$ cat config.mk
export PLATFORM = sky130hd
export DESIGN_NAME = ps2_mouse_packet_rx
export DESIGN_NICKNAME = d
export VERILOG_FILES = /design/src/rtl/ps2_pkg.sv /design/src/rtl/ps2_line_filter.sv /design/src/rtl/ps2_mouse_packet_rx.sv
export SDC_FILE = /design/constraint.sdc
export NUM_CORES = 1
export LEC_CHECK = 0
export ABC_AREA = 1
export CORE_MARGIN = 2
export CORE_UTILIZATION = 56
export DETAILED_ROUTE_END_ITERATION = 16
export PLACE_DENSITY = 0.86
export SLEW_MARGIN = 20
export SYNTH_ARGS = -nofsm -noshare
export SYNTH_HDL_FRONTEND = slang
export SYNTH_SLANG_ARGS = --single-unit
$ cat constraint.sdc
create_clock -name clock_100Mhz -period 4.25 [get_ports clock_100Mhz]
set_clock_uncertainty 0.2 [all_clocks]
set_input_delay 0.6375 -clock clock_100Mhz [delete_from_list [all_inputs] [get_ports clock_100Mhz]]
set_output_delay 0.6375 -clock clock_100Mhz [all_outputs]
set_load 0.02 [all_outputs]
$ cat src/rtl/ps2_pkg.sv
// Shared definitions for the PS/2 mouse receive path: frame FSM states,
// frame/packet geometry, header bit positions and the parity check helper.
package ps2_pkg;

  typedef enum logic [1:0] {
    ST_IDLE   = 2'd0,
    ST_DATA   = 2'd1,
    ST_PARITY = 2'd2,
    ST_STOP   = 2'd3
  } frame_state_t;

  localparam int PS2_FRAME_BITS = 11;
  localparam int PS2_DATA_BITS  = PS2_FRAME_BITS - 3;
  localparam int PKT_BYTES      = 3;

  // Header (byte 0) bit positions
  localparam int BTN_L = 0;
  localparam int BTN_R = 1;
  localparam int BTN_M = 2;
  localparam int SYNC  = 3;
  localparam int XS    = 4;
  localparam int YS    = 5;
  localparam int XO    = 6;
  localparam int YO    = 7;

  // True when data byte plus parity bit carry an odd number of ones
  function automatic logic odd_parity_ok(input logic [7:0] data_byte, input logic par_bit);
    return ^{data_byte, par_bit};
  endfunction

endpackage

$ cat src/rtl/ps2_line_filter.sv
// Synchroniser and glitch filter for the PS/2 clock line. The filtered level
// only changes after FILT_LEN consecutive samples disagree with it; a one-cycle
// strobe marks each filtered 1->0 transition.
module ps2_line_filter
  import ps2_pkg::*;
#(
  parameter int FILT_LEN = 8
) (
  input  logic clock_100Mhz,
  input  logic reset,
  input  logic line_in,
  output logic fall_strobe
);

  localparam int CNT_W = $clog2(FILT_LEN + 1);

  logic [1:0]       sync_r;
  logic             filt_r;
  logic [CNT_W-1:0] cnt_r;
  logic             strobe_r;

  // Two-flop synchroniser for the asynchronous line
  always_ff @(posedge clock_100Mhz or posedge reset) begin
    if (reset) begin
      sync_r <= 2'b00;
    end else begin
      sync_r <= {sync_r[0], line_in};
    end
  end

  // Glitch filter: count disagreeing samples, flip level after FILT_LEN in a row
  always_ff @(posedge clock_100Mhz or posedge reset) begin
    if (reset) begin
      filt_r   <= 1'b0;
      cnt_r    <= '0;
      strobe_r <= 1'b0;
    end else begin
      strobe_r <= 1'b0;
      if (sync_r[1] != filt_r) begin
        if (cnt_r == CNT_W'(FILT_LEN - 1)) begin
          filt_r   <= sync_r[1];
          cnt_r    <= '0;
          strobe_r <= filt_r & ~sync_r[1];
        end else begin
          cnt_r <= cnt_r + CNT_W'(1);
        end
      end else begin
        cnt_r <= '0;
      end
    end
  end

  assign fall_strobe = strobe_r;

endmodule

$ cat src/rtl/ps2_mouse_packet_rx.sv
// PS/2 mouse receiver: filtered clock strobe drives an 11-bit frame FSM with
// parity/stop checking and a bit timeout; good bytes are assembled into
// 3-byte movement packets presented on registered outputs.
module ps2_mouse_packet_rx
  import ps2_pkg::*;
#(
  parameter int FILT_LEN    = 8,
  parameter int BIT_TIMEOUT = 10000,
  parameter int PKT_TIMEOUT = 200000
) (
  input  logic       clock_100Mhz,
  input  logic       reset,
  input  logic       Mouse_Clk,
  input  logic       Mouse_Data,
  output logic       packet_valid,
  output logic       btn_left,
  output logic       btn_right,
  output logic       btn_middle,
  output logic [8:0] x_delta,
  output logic [8:0] y_delta,
  output logic       x_ovf,
  output logic       y_ovf,
  output logic       frame_err
);

  localparam int         BT_W     = $clog2(BIT_TIMEOUT + 1);
  localparam int         PT_W     = $clog2(PKT_TIMEOUT + 1);
  localparam logic [2:0] LAST_BIT = 3'(PS2_DATA_BITS - 1);
  localparam logic [1:0] LAST_IDX = 2'(PKT_BYTES - 1);

  logic            strobe_s;
  logic            data_s;
  logic [2:0]      d_sync_r;
  frame_state_t    state_r, state_nxt_s;
  logic [2:0]      bit_cnt_r, bit_cnt_nxt_s;
  logic [7:0]      shift_r, shift_nxt_s;
  logic            parity_r, parity_nxt_s;
  logic            byte_ok_s, err_s, tmo_s;
  logic [BT_W-1:0] bit_tmr_r;
  logic [PT_W-1:0] pkt_tmr_r;
  logic [1:0]      idx_r;
  logic [7:0]      hdr_r, x_r;

  ps2_line_filter #(.FILT_LEN(FILT_LEN)) u_clk_filt (
    .clock_100Mhz (clock_100Mhz),
    .reset        (reset),
    .line_in      (Mouse_Clk),
    .fall_strobe  (strobe_s)
  );

  // Data line: 2-flop sync plus one stage to line up with the clock filter
  always_ff @(posedge clock_100Mhz or posedge reset) begin
    if (reset) begin
      d_sync_r <= 3'b000;
    end else begin
      d_sync_r <= {d_sync_r[1:0], Mouse_Data};
    end
  end

  assign data_s = d_sync_r[2];
  assign tmo_s  = (state_r != ST_IDLE) && (bit_tmr_r >= BT_W'(BIT_TIMEOUT));

  // Frame FSM and shift register state
  always_ff @(posedge clock_100Mhz or posedge reset) begin
    if (reset) begin
      state_r   <= ST_IDLE;
      bit_cnt_r <= 3'd0;
      shift_r   <= 8'h00;
      parity_r  <= 1'b0;
    end else begin
      state_r   <= state_nxt_s;
      bit_cnt_r <= bit_cnt_nxt_s;
      shift_r   <= shift_nxt_s;
      parity_r  <= parity_nxt_s;
    end
  end

  // Frame FSM next state; a strobe takes priority over a coincident timeout
  always_comb begin
    state_nxt_s   = state_r;
    bit_cnt_nxt_s = bit_cnt_r;
    shift_nxt_s   = shift_r;
    parity_nxt_s  = parity_r;
    byte_ok_s     = 1'b0;
    err_s         = 1'b0;
    if (strobe_s) begin
      case (state_r)
        ST_IDLE: begin
          if (!data_s) begin
            state_nxt_s   = ST_DATA;
            bit_cnt_nxt_s = 3'd0;
          end else begin
            state_nxt_s = ST_IDLE;
          end
        end
        ST_DATA: begin
          shift_nxt_s = {data_s, shift_r[7:1]};
          if (bit_cnt_r == LAST_BIT) begin
            state_nxt_s = ST_PARITY;
          end else begin
            bit_cnt_nxt_s = bit_cnt_r + 3'd1;
          end
        end
        ST_PARITY: begin
          parity_nxt_s = data_s;
          state_nxt_s  = ST_STOP;
        end
        ST_STOP: begin
          if (odd_parity_ok(shift_r, parity_r) && data_s) begin
            byte_ok_s = 1'b1;
          end else begin
            err_s = 1'b1;
          end
          state_nxt_s = ST_IDLE;
        end
        default: begin
          state_nxt_s = ST_IDLE;
        end
      endcase
    end else if (tmo_s) begin
      state_nxt_s = ST_IDLE;
      err_s       = 1'b1;
    end else begin
      state_nxt_s = state_r;
    end
  end

  // Bit timer: cycles since the last strobe while a frame is in progress
  always_ff @(posedge clock_100Mhz or posedge reset) begin
    if (reset) begin
      bit_tmr_r <= '0;
    end else if (strobe_s || (state_r == ST_IDLE)) begin
      bit_tmr_r <= '0;
    end else if (bit_tmr_r < BT_W'(BIT_TIMEOUT)) begin
      bit_tmr_r <= bit_tmr_r + BT_W'(1);
    end
  end

  // Packet timer: cycles since the last good byte while a packet is partial
  always_ff @(posedge clock_100Mhz or posedge reset) begin
    if (reset) begin
      pkt_tmr_r <= '0;
    end else if (byte_ok_s || (idx_r == 2'd0)) begin
      pkt_tmr_r <= '0;
    end else if (pkt_tmr_r < PT_W'(PKT_TIMEOUT)) begin
      pkt_tmr_r <= pkt_tmr_r + PT_W'(1);
    end
  end

  // Packet assembler and registered outputs
  always_ff @(posedge clock_100Mhz or posedge reset) begin
    if (reset) begin
      idx_r        <= 2'd0;
      hdr_r        <= 8'h00;
      x_r          <= 8'h00;
      packet_valid <= 1'b0;
      frame_err    <= 1'b0;
      btn_left     <= 1'b0;
      btn_right    <= 1'b0;
      btn_middle   <= 1'b0;
      x_delta      <= 9'h000;
      y_delta      <= 9'h000;
      x_ovf        <= 1'b0;
      y_ovf        <= 1'b0;
    end else begin
      packet_valid <= 1'b0;
      frame_err    <= err_s;
      if (err_s) begin
        idx_r <= 2'd0;
      end else if (byte_ok_s) begin
        if (idx_r == 2'd0) begin
          // Only a byte carrying the sync bit can start a packet
          if (shift_r[SYNC]) begin
            hdr_r <= shift_r;
            idx_r <= 2'd1;
          end
        end else if (idx_r == LAST_IDX) begin
          // Header is re-qualified by its sync bit before publishing
          if (hdr_r[SYNC]) begin
            btn_left     <= hdr_r[BTN_L];
            btn_right    <= hdr_r[BTN_R];
            btn_middle   <= hdr_r[BTN_M];
            x_delta      <= {hdr_r[XS], x_r};
            y_delta      <= {hdr_r[YS], shift_r};
            x_ovf        <= hdr_r[XO];
            y_ovf        <= hdr_r[YO];
            packet_valid <= 1'b1;
          end
          idx_r <= 2'd0;
        end else begin
          x_r   <= shift_r;
          idx_r <= idx_r + 2'd1;
        end
      end else if ((idx_r != 2'd0) && (pkt_tmr_r >= PT_W'(PKT_TIMEOUT))) begin
        idx_r <= 2'd0;
      end
    end
  end

endmodule
Word level (Yosys, flattened, before mapping)
Cells that the tools add are included.
{"block": "totals", "ff_bits": 100}
{"block": "classes", "n_addsub": 5, "order_cmp": 4, "eq_ne": 11, "mux": 34, "bitwise": 5, "reduce_logical": 24}
{"operator": "$mux W18", "count": 2}
{"operator": "$mux W14", "count": 2}
{"operator": "$add A18 B1 Y18 const B", "count": 1}
{"operator": "$ge A18 B18 Y1 const B", "count": 1}
{"operator": "$lt A18 B18 Y1 const B", "count": 1}
{"operator": "$mux W2", "count": 9}
{"operator": "$mux W1", "count": 15}
{"operator": "$add A14 B1 Y14 const B", "count": 1}
{"operator": "$ge A14 B14 Y1 const B", "count": 1}
{"operator": "$lt A14 B14 Y1 const B", "count": 1}
{"operator": "$reduce_and A4 Y1", "count": 3}
{"operator": "$reduce_bool A2 Y1", "count": 6}
{"operator": "$reduce_and A2 Y1", "count": 5}
{"operator": "$reduce_xor A9 Y1", "count": 1}
{"operator": "$mux W4", "count": 2}
{"operator": "$pmux W2 S4", "count": 1}
{"operator": "$eq A2 B2 Y1 const B", "count": 3}
{"operator": "$mux W3", "count": 2}
{"operator": "$pmux W3 S2", "count": 1}
{"operator": "$reduce_and A5 Y1", "count": 1}
{"operator": "$add A4 B1 Y4 const B", "count": 1}
{"operator": "$eq A4 B3 Y1 const B", "count": 1}
{"operator": "$logic_not A2 Y1", "count": 2}
{"operator": "$ne A2 B2 Y1 const B", "count": 2}
{"operator": "12 further kinds", "count": 18}

Longest topological paths before layout
{"block": "depth", "word_depth": 7, "ltp_mapped": 16}

Cells and area by module
A second synthesis with hierarchy kept.
{"block": "unflattened", "hier_cells": 544, "hier_area_um2": 4623.2}
{"module": "ps2_mouse_packet_rx", "instances": 1, "cells_each": 510, "area_per_inst_um2": 4294.1, "seq_area_each_um2": 2302.2}
{"module": "ps2_line_filter", "instances": 1, "cells_each": 34, "area_per_inst_um2": 329.1, "seq_area_each_um2": 200.2}

Least setup slack after synthesis
Ideal clock, no wire load.
{"block": "synth_path", "path_type": "register to register", "start": "register shift_r[4]", "end": "register hdr_r[0]", "setup_time_ps": 117, "arrival_ps": 1496, "setup_slack_ps": 2437, "stages_incl_launch_ff": 15, "path_buffers": 0, "period_less_slack_ps": 1813, "path_cell_list": "dfrtp_1 > inv_1 > nand2_1 > nand2_1 > inv_1 > nand2_1 > nand2_1 > nand3_1 > nand2_1 > nor2_2 > nand2_4 > nor2_4 > nand2_2 > nand2_1 > nand2_1"}
{"block": "synth_via", "elab_chain_len": 7, "word_cells_on_any_way": 10, "cone_classes": "mux: 6; bitwise: 1; reduce/logical: 3"}
{"element": "start: declaration", "line_no": "ps2_mouse_packet_rx.sv:36", "text": "logic [7:0] shift_r, shift_nxt_s;"}
{"element": "start signal: assignment", "line_no": "ps2_mouse_packet_rx.sv:73", "text": "shift_r <= shift_nxt_s;"}
{"element": "$reduce_xor A9 Y1 (*)", "line_no": "ps2_pkg.sv:28", "text": "return ^{data_byte, par_bit};"}
{"element": "$logic_and A1 B1 Y1 (*)", "line_no": "ps2_mouse_packet_rx.sv:109", "text": "if (odd_parity_ok(shift_r, parity_r) && data_s) begin"}
{"element": "$mux W1", "line_no": "ps2_mouse_packet_rx.sv:109"}
{"element": "$mux W1", "line_no": "ps2_mouse_packet_rx.sv:87", "text": "case (state_r)"}
{"element": "$mux W1", "line_no": "ps2_mouse_packet_rx.sv:86", "text": "if (strobe_s) begin"}
{"element": "$not A1 Y1 (no line)"}
{"element": "$reduce_and A4 Y1 (no line) (*)"}
{"element": "end signal: assignment", "line_no": "ps2_mouse_packet_rx.sv:174", "text": "hdr_r <= shift_r;"}
{"element": "end: declaration", "line_no": "ps2_mouse_packet_rx.sv:42", "text": "logic [7:0] hdr_r, x_r;"}
Every way passes the cells marked *; elsewhere a longest branch is shown, timed or not.
A chain may end at the register's enable or synchronous reset.

Final worst setup path
{"block": "layout_path", "start": "register shift_r[3]", "end": "register y_ovf"}
{"block": "layout_via", "elab_chain_len": 7, "word_cells_on_any_way": 10, "cone_classes": "mux: 6; bitwise: 1; reduce/logical: 3"}
{"element": "$reduce_xor A9 Y1 (*)", "line_no": "ps2_pkg.sv:28"}
{"element": "$logic_and A1 B1 Y1 (*)", "line_no": "ps2_mouse_packet_rx.sv:109"}
{"element": "$mux W1", "line_no": "ps2_mouse_packet_rx.sv:109"}
{"element": "$mux W1", "line_no": "ps2_mouse_packet_rx.sv:87"}
{"element": "$mux W1", "line_no": "ps2_mouse_packet_rx.sv:86"}
{"element": "$not A1 Y1 (no line)"}
{"element": "$reduce_and A5 Y1 (no line) (*)"}
{"element": "end signal: assignment", "line_no": "ps2_mouse_packet_rx.sv:186", "text": "y_ovf <= hdr_r[YO];"}
{"element": "end: declaration", "line_no": "ps2_mouse_packet_rx.sv:22", "text": "output logic y_ovf,"}
Marks and branches as above.

==> results.sh <==
export IMPL_status="completed"
export IMPL_end_kind="register"
export IMPL_grt_util_all_layers=0.2139
export IMPL_place_congestion=0.8703
export IMPL_cts_root_buf="clkbuf_8"
export IMPL_hold_buffers=0
export IMPL_slew_headroom=0.5197
export IMPL_cts_sinks=100
export IMPL_p_int_uw=1269
export IMPL_hold_viol_final=0
export IMPL_crit_chain="inv_1 > nand2_1 > nand2_1 > inv_1 > nand2_1 > nand2_1 > nand3_1 > nand2_1 > nor2_2 > nand2_4 > inv_2 > nand2_4 > clkinv_4 > nand2_1 > nand2_1"
export IMPL_core_area_um2=7807
export IMPL_area_growth_pct=12.19
export IMPL_grt_pass1_wl_um=14870
export IMPL_cpPeakStageDelay_ns=0.56
export IMPL_numCtsBuffers=9
export IMPL_h_tree_depth=3
export IMPL_max_cap_viol_count=0
export IMPL_cts_clk_slew_worst_paths_ns=0.10
export IMPL_post_synth_cell_area_avg_um2=8.710
export IMPL_cp_start_kind="register"
export IMPL_yosysSeqAreaShare=0.5504
export IMPL_async_flop_share=1.000
export IMPL_viasPerCell=5.346
export IMPL_regToRegEndpoint="y_ovf"
export IMPL_clock_latency_ns=0.38
export IMPL_cp_num_buf_inv=4
export IMPL_syn_nets=539
export IMPL_p_sw_uw=402.1
export IMPL_period_share=0.5553
export IMPL_hpwl_um=6070
export IMPL_yosysWarnings=0
export IMPL_powerDensity_nw_per_um2=327.6
export IMPL_layout_setup_ws_ns=1.890
export IMPL_synthCells=522
export IMPL_setup_viol=0
export IMPL_ctsResizeCount=0
export IMPL_min_path_type="register to register"
export IMPL_drt_iter0_markers=293
export IMPL_dieArea_um2=8856
export IMPL_clk_path_buf_depth=2
export IMPL_path_class="register to register"
export IMPL_cts_tree="built"
export IMPL_sw_frac_of_total=0.2407
export IMPL_drive_above_1_share=0.05367
export IMPL_wl_um=8575
export IMPL_report_final_slew_viol_count=0
export IMPL_slowest_stage="dfrtp_1"
export IMPL_grt_pass1_vias=3325
export IMPL_via_count=3534
export IMPL_post_cts_setup_buffer_count=0
export IMPL_crit_family="simple AND/OR/NAND/NOR gates"
export IMPL_ys_types=32
export IMPL_seqPwrFrac=0.587
export IMPL_worst_slew_pin_transition_ns=0.7178
export IMPL_rsz0062_at_grt="no"
export IMPL_die_h_um=94.11
export IMPL_die_w_um=94.11
export IMPL_ant_nets=0
export IMPL_fin_setup_tns_ns=0
export IMPL_reg2reg_slack_ns=1.89
export IMPL_path_common_cell="nand2_1"
export IMPL_cp_arrival_ns=2.43
export IMPL_io_pins=29
export IMPL_max_freq_mhz=423.7
export IMPL_grt_max_degree=49
export IMPL_p_leak_uw=0.002354
export IMPL_finalCriticalPeriod_ns=2.360
export IMPL_synthesis_area_um2=4547
export IMPL_worstHoldPathCells=0
export IMPL_min_to="d_sync_r[1]"
export IMPL_first_pass_iters=5
export IMPL_clkPwrFrac=0.376
export IMPL_wl_per_cell_um=12.97
export IMPL_gr_total_overflow=0
export IMPL_critPathLaunch="shift_r[3]"
export IMPL_portBuffers=28
export IMPL_crit_fanout=40
export IMPL_drc=0
export IMPL_r2r_cells=15
export IMPL_r2r_start="shift_r[3]"
export IMPL_power_frac_comb=0.037
export IMPL_final_nets=571
export IMPL_diodes=0
export IMPL_num_rows=32
export IMPL_ys_flop_type="dfrtp_1"
export IMPL_place_ws_ns=1.944
export IMPL_worstHoldStart="d_sync_r[0]"
export IMPL_synth_edf_count=0
export IMPL_antenna_found_initial=0
export IMPL_start_util=0.5824
export IMPL_synth_seq_cells=100
export IMPL_worst_ep_required_time_ns=4.32
export IMPL_ir_worst_vdd_v=0.0002251
-- layout make-up --
cell class	instances	area, um2
fillers	614	2706
inverters	68	262.8
multi-input cells	345	1709
well taps	102	127.6
clock inverters	7	80.08
flip-flops and latches	100	2502
repair buffers	30	295.3
clock buffers	9	123.9
-- sequential cells by signal, summed over array words and instances (netlist names) --
name                    cells
pkt_tmr_r                  18
bit_tmr_r                  14
x_delta                     9
y_delta                     9
hdr_r                       8
shift_r                     8
x_r                         8
u_clk_filt.cnt_r            4
bit_cnt_r                   3
d_sync_r                    3
idx_r                       2
state_r                     2
u_clk_filt.sync_r           2
btn_left                    1
btn_middle                  1
btn_right                   1
frame_err                   1
packet_valid                1
parity_r                    1
u_clk_filt.fall_strobe      1
u_clk_filt.filt_r           1
x_ovf                       1
y_ovf                       1
-- placed cells by master, fill, tap and decap left out, drive strengths merged, types with 2 or more instances in the layout --
cell	count
nor3b	2
ha	13
nand3b	2
nor2	51
a31oi	3
a32o	2
buf	2
dfrtp	100
a21oi	15
a31o	2
nand3	32
clkdlybuf4s50	28
inv	71
clkbuf	9
nor3	11
o21ai	51
nand2	139
o211ai	3
nand4	6
clkinv	2
xnor2	2
xor2	7
-- power by group through the flow --
stage | Sequential [uW] | Combinational [uW] | Clock [uW]
global route | 982 | 75.1 | 683
detailed placement | 999 | 64.4 | 0
finish | 981 | 61.5 | 629
floorplan | 997 | 46.4 | 0
CTS | 980 | 65.0 | 643
global placement | 999 | 59.8 | 0
-- per-layer routing --
layer / share of wire / global-route usage / vias up
li1: - / - / 1735
met1: 0.45 / 0.2864 / 1699
met2: 0.48 / 0.3435 / 86
met3: 0.050 / 0.04896 / 14
met4: 0.017 / 0.07609 / 0
met5: 0 / 0 / -
-- metrics by stage --
step / cells / hold WS (ns) / area, um2 / total power [uW] / utilization
detailed placement: 645 / 0.1411 / 4897 / 1064 / 0.6272
floorplan: 522 / 0.1312 / 4547 / 1043 / -
CTS: 661 / 0.1648 / 5101 / 1689 / 0.6534
finish: 661 / 0.1605 / 5101 / 1671 / 0.6534
global route: 661 / 0.1792 / 5101 / 1741 / 0.6534
global placement: 645 / 0.1326 / 4897 / 1058 / 0.6272
-- cells in the mapped netlist, types with 6 or more instances --
cell | count | area share
xor2_1 | 7 | 0.013
nand3_1 | 32 | 0.035
o21ai_0 | 34 | 0.037
dfrtp_1 | 100 | 0.55
nor3_1 | 11 | 0.012
ha_1 | 13 | 0.036
nand2_1 | 136 | 0.11
o21ai_1 | 17 | 0.019
inv_1 | 65 | 0.054
nand4_1 | 6 | 0.0083
a21oi_1 | 15 | 0.017
nor2_1 | 48 | 0.040
-- logic make-up after synthesis --
kind of cell | share of synthesized area
AOI/OAI and AO/OA | 0.09466
xor gates and xnor gates | 0.01734
adders and majority gates | 0.03577
buffers and inverters | 0.07375
DFF | 0.5504
and+or+nand+nor | 0.2281
-- how the worst max path moves through the flow --
stage	endpoint	slack (ns)	cells past startpoint
2_1_floorplan	bit_cnt_r[0]	0.79	1
3_3_place_gp	x_ovf	2.06	15
3_5_place_dp	btn_middle	1.94	15
4_1_cts	y_ovf	1.91	15
5_1_grt	state_r[0]	1.63	7
6_report	y_ovf	1.89	15
(Power assumes the default switching activity.)
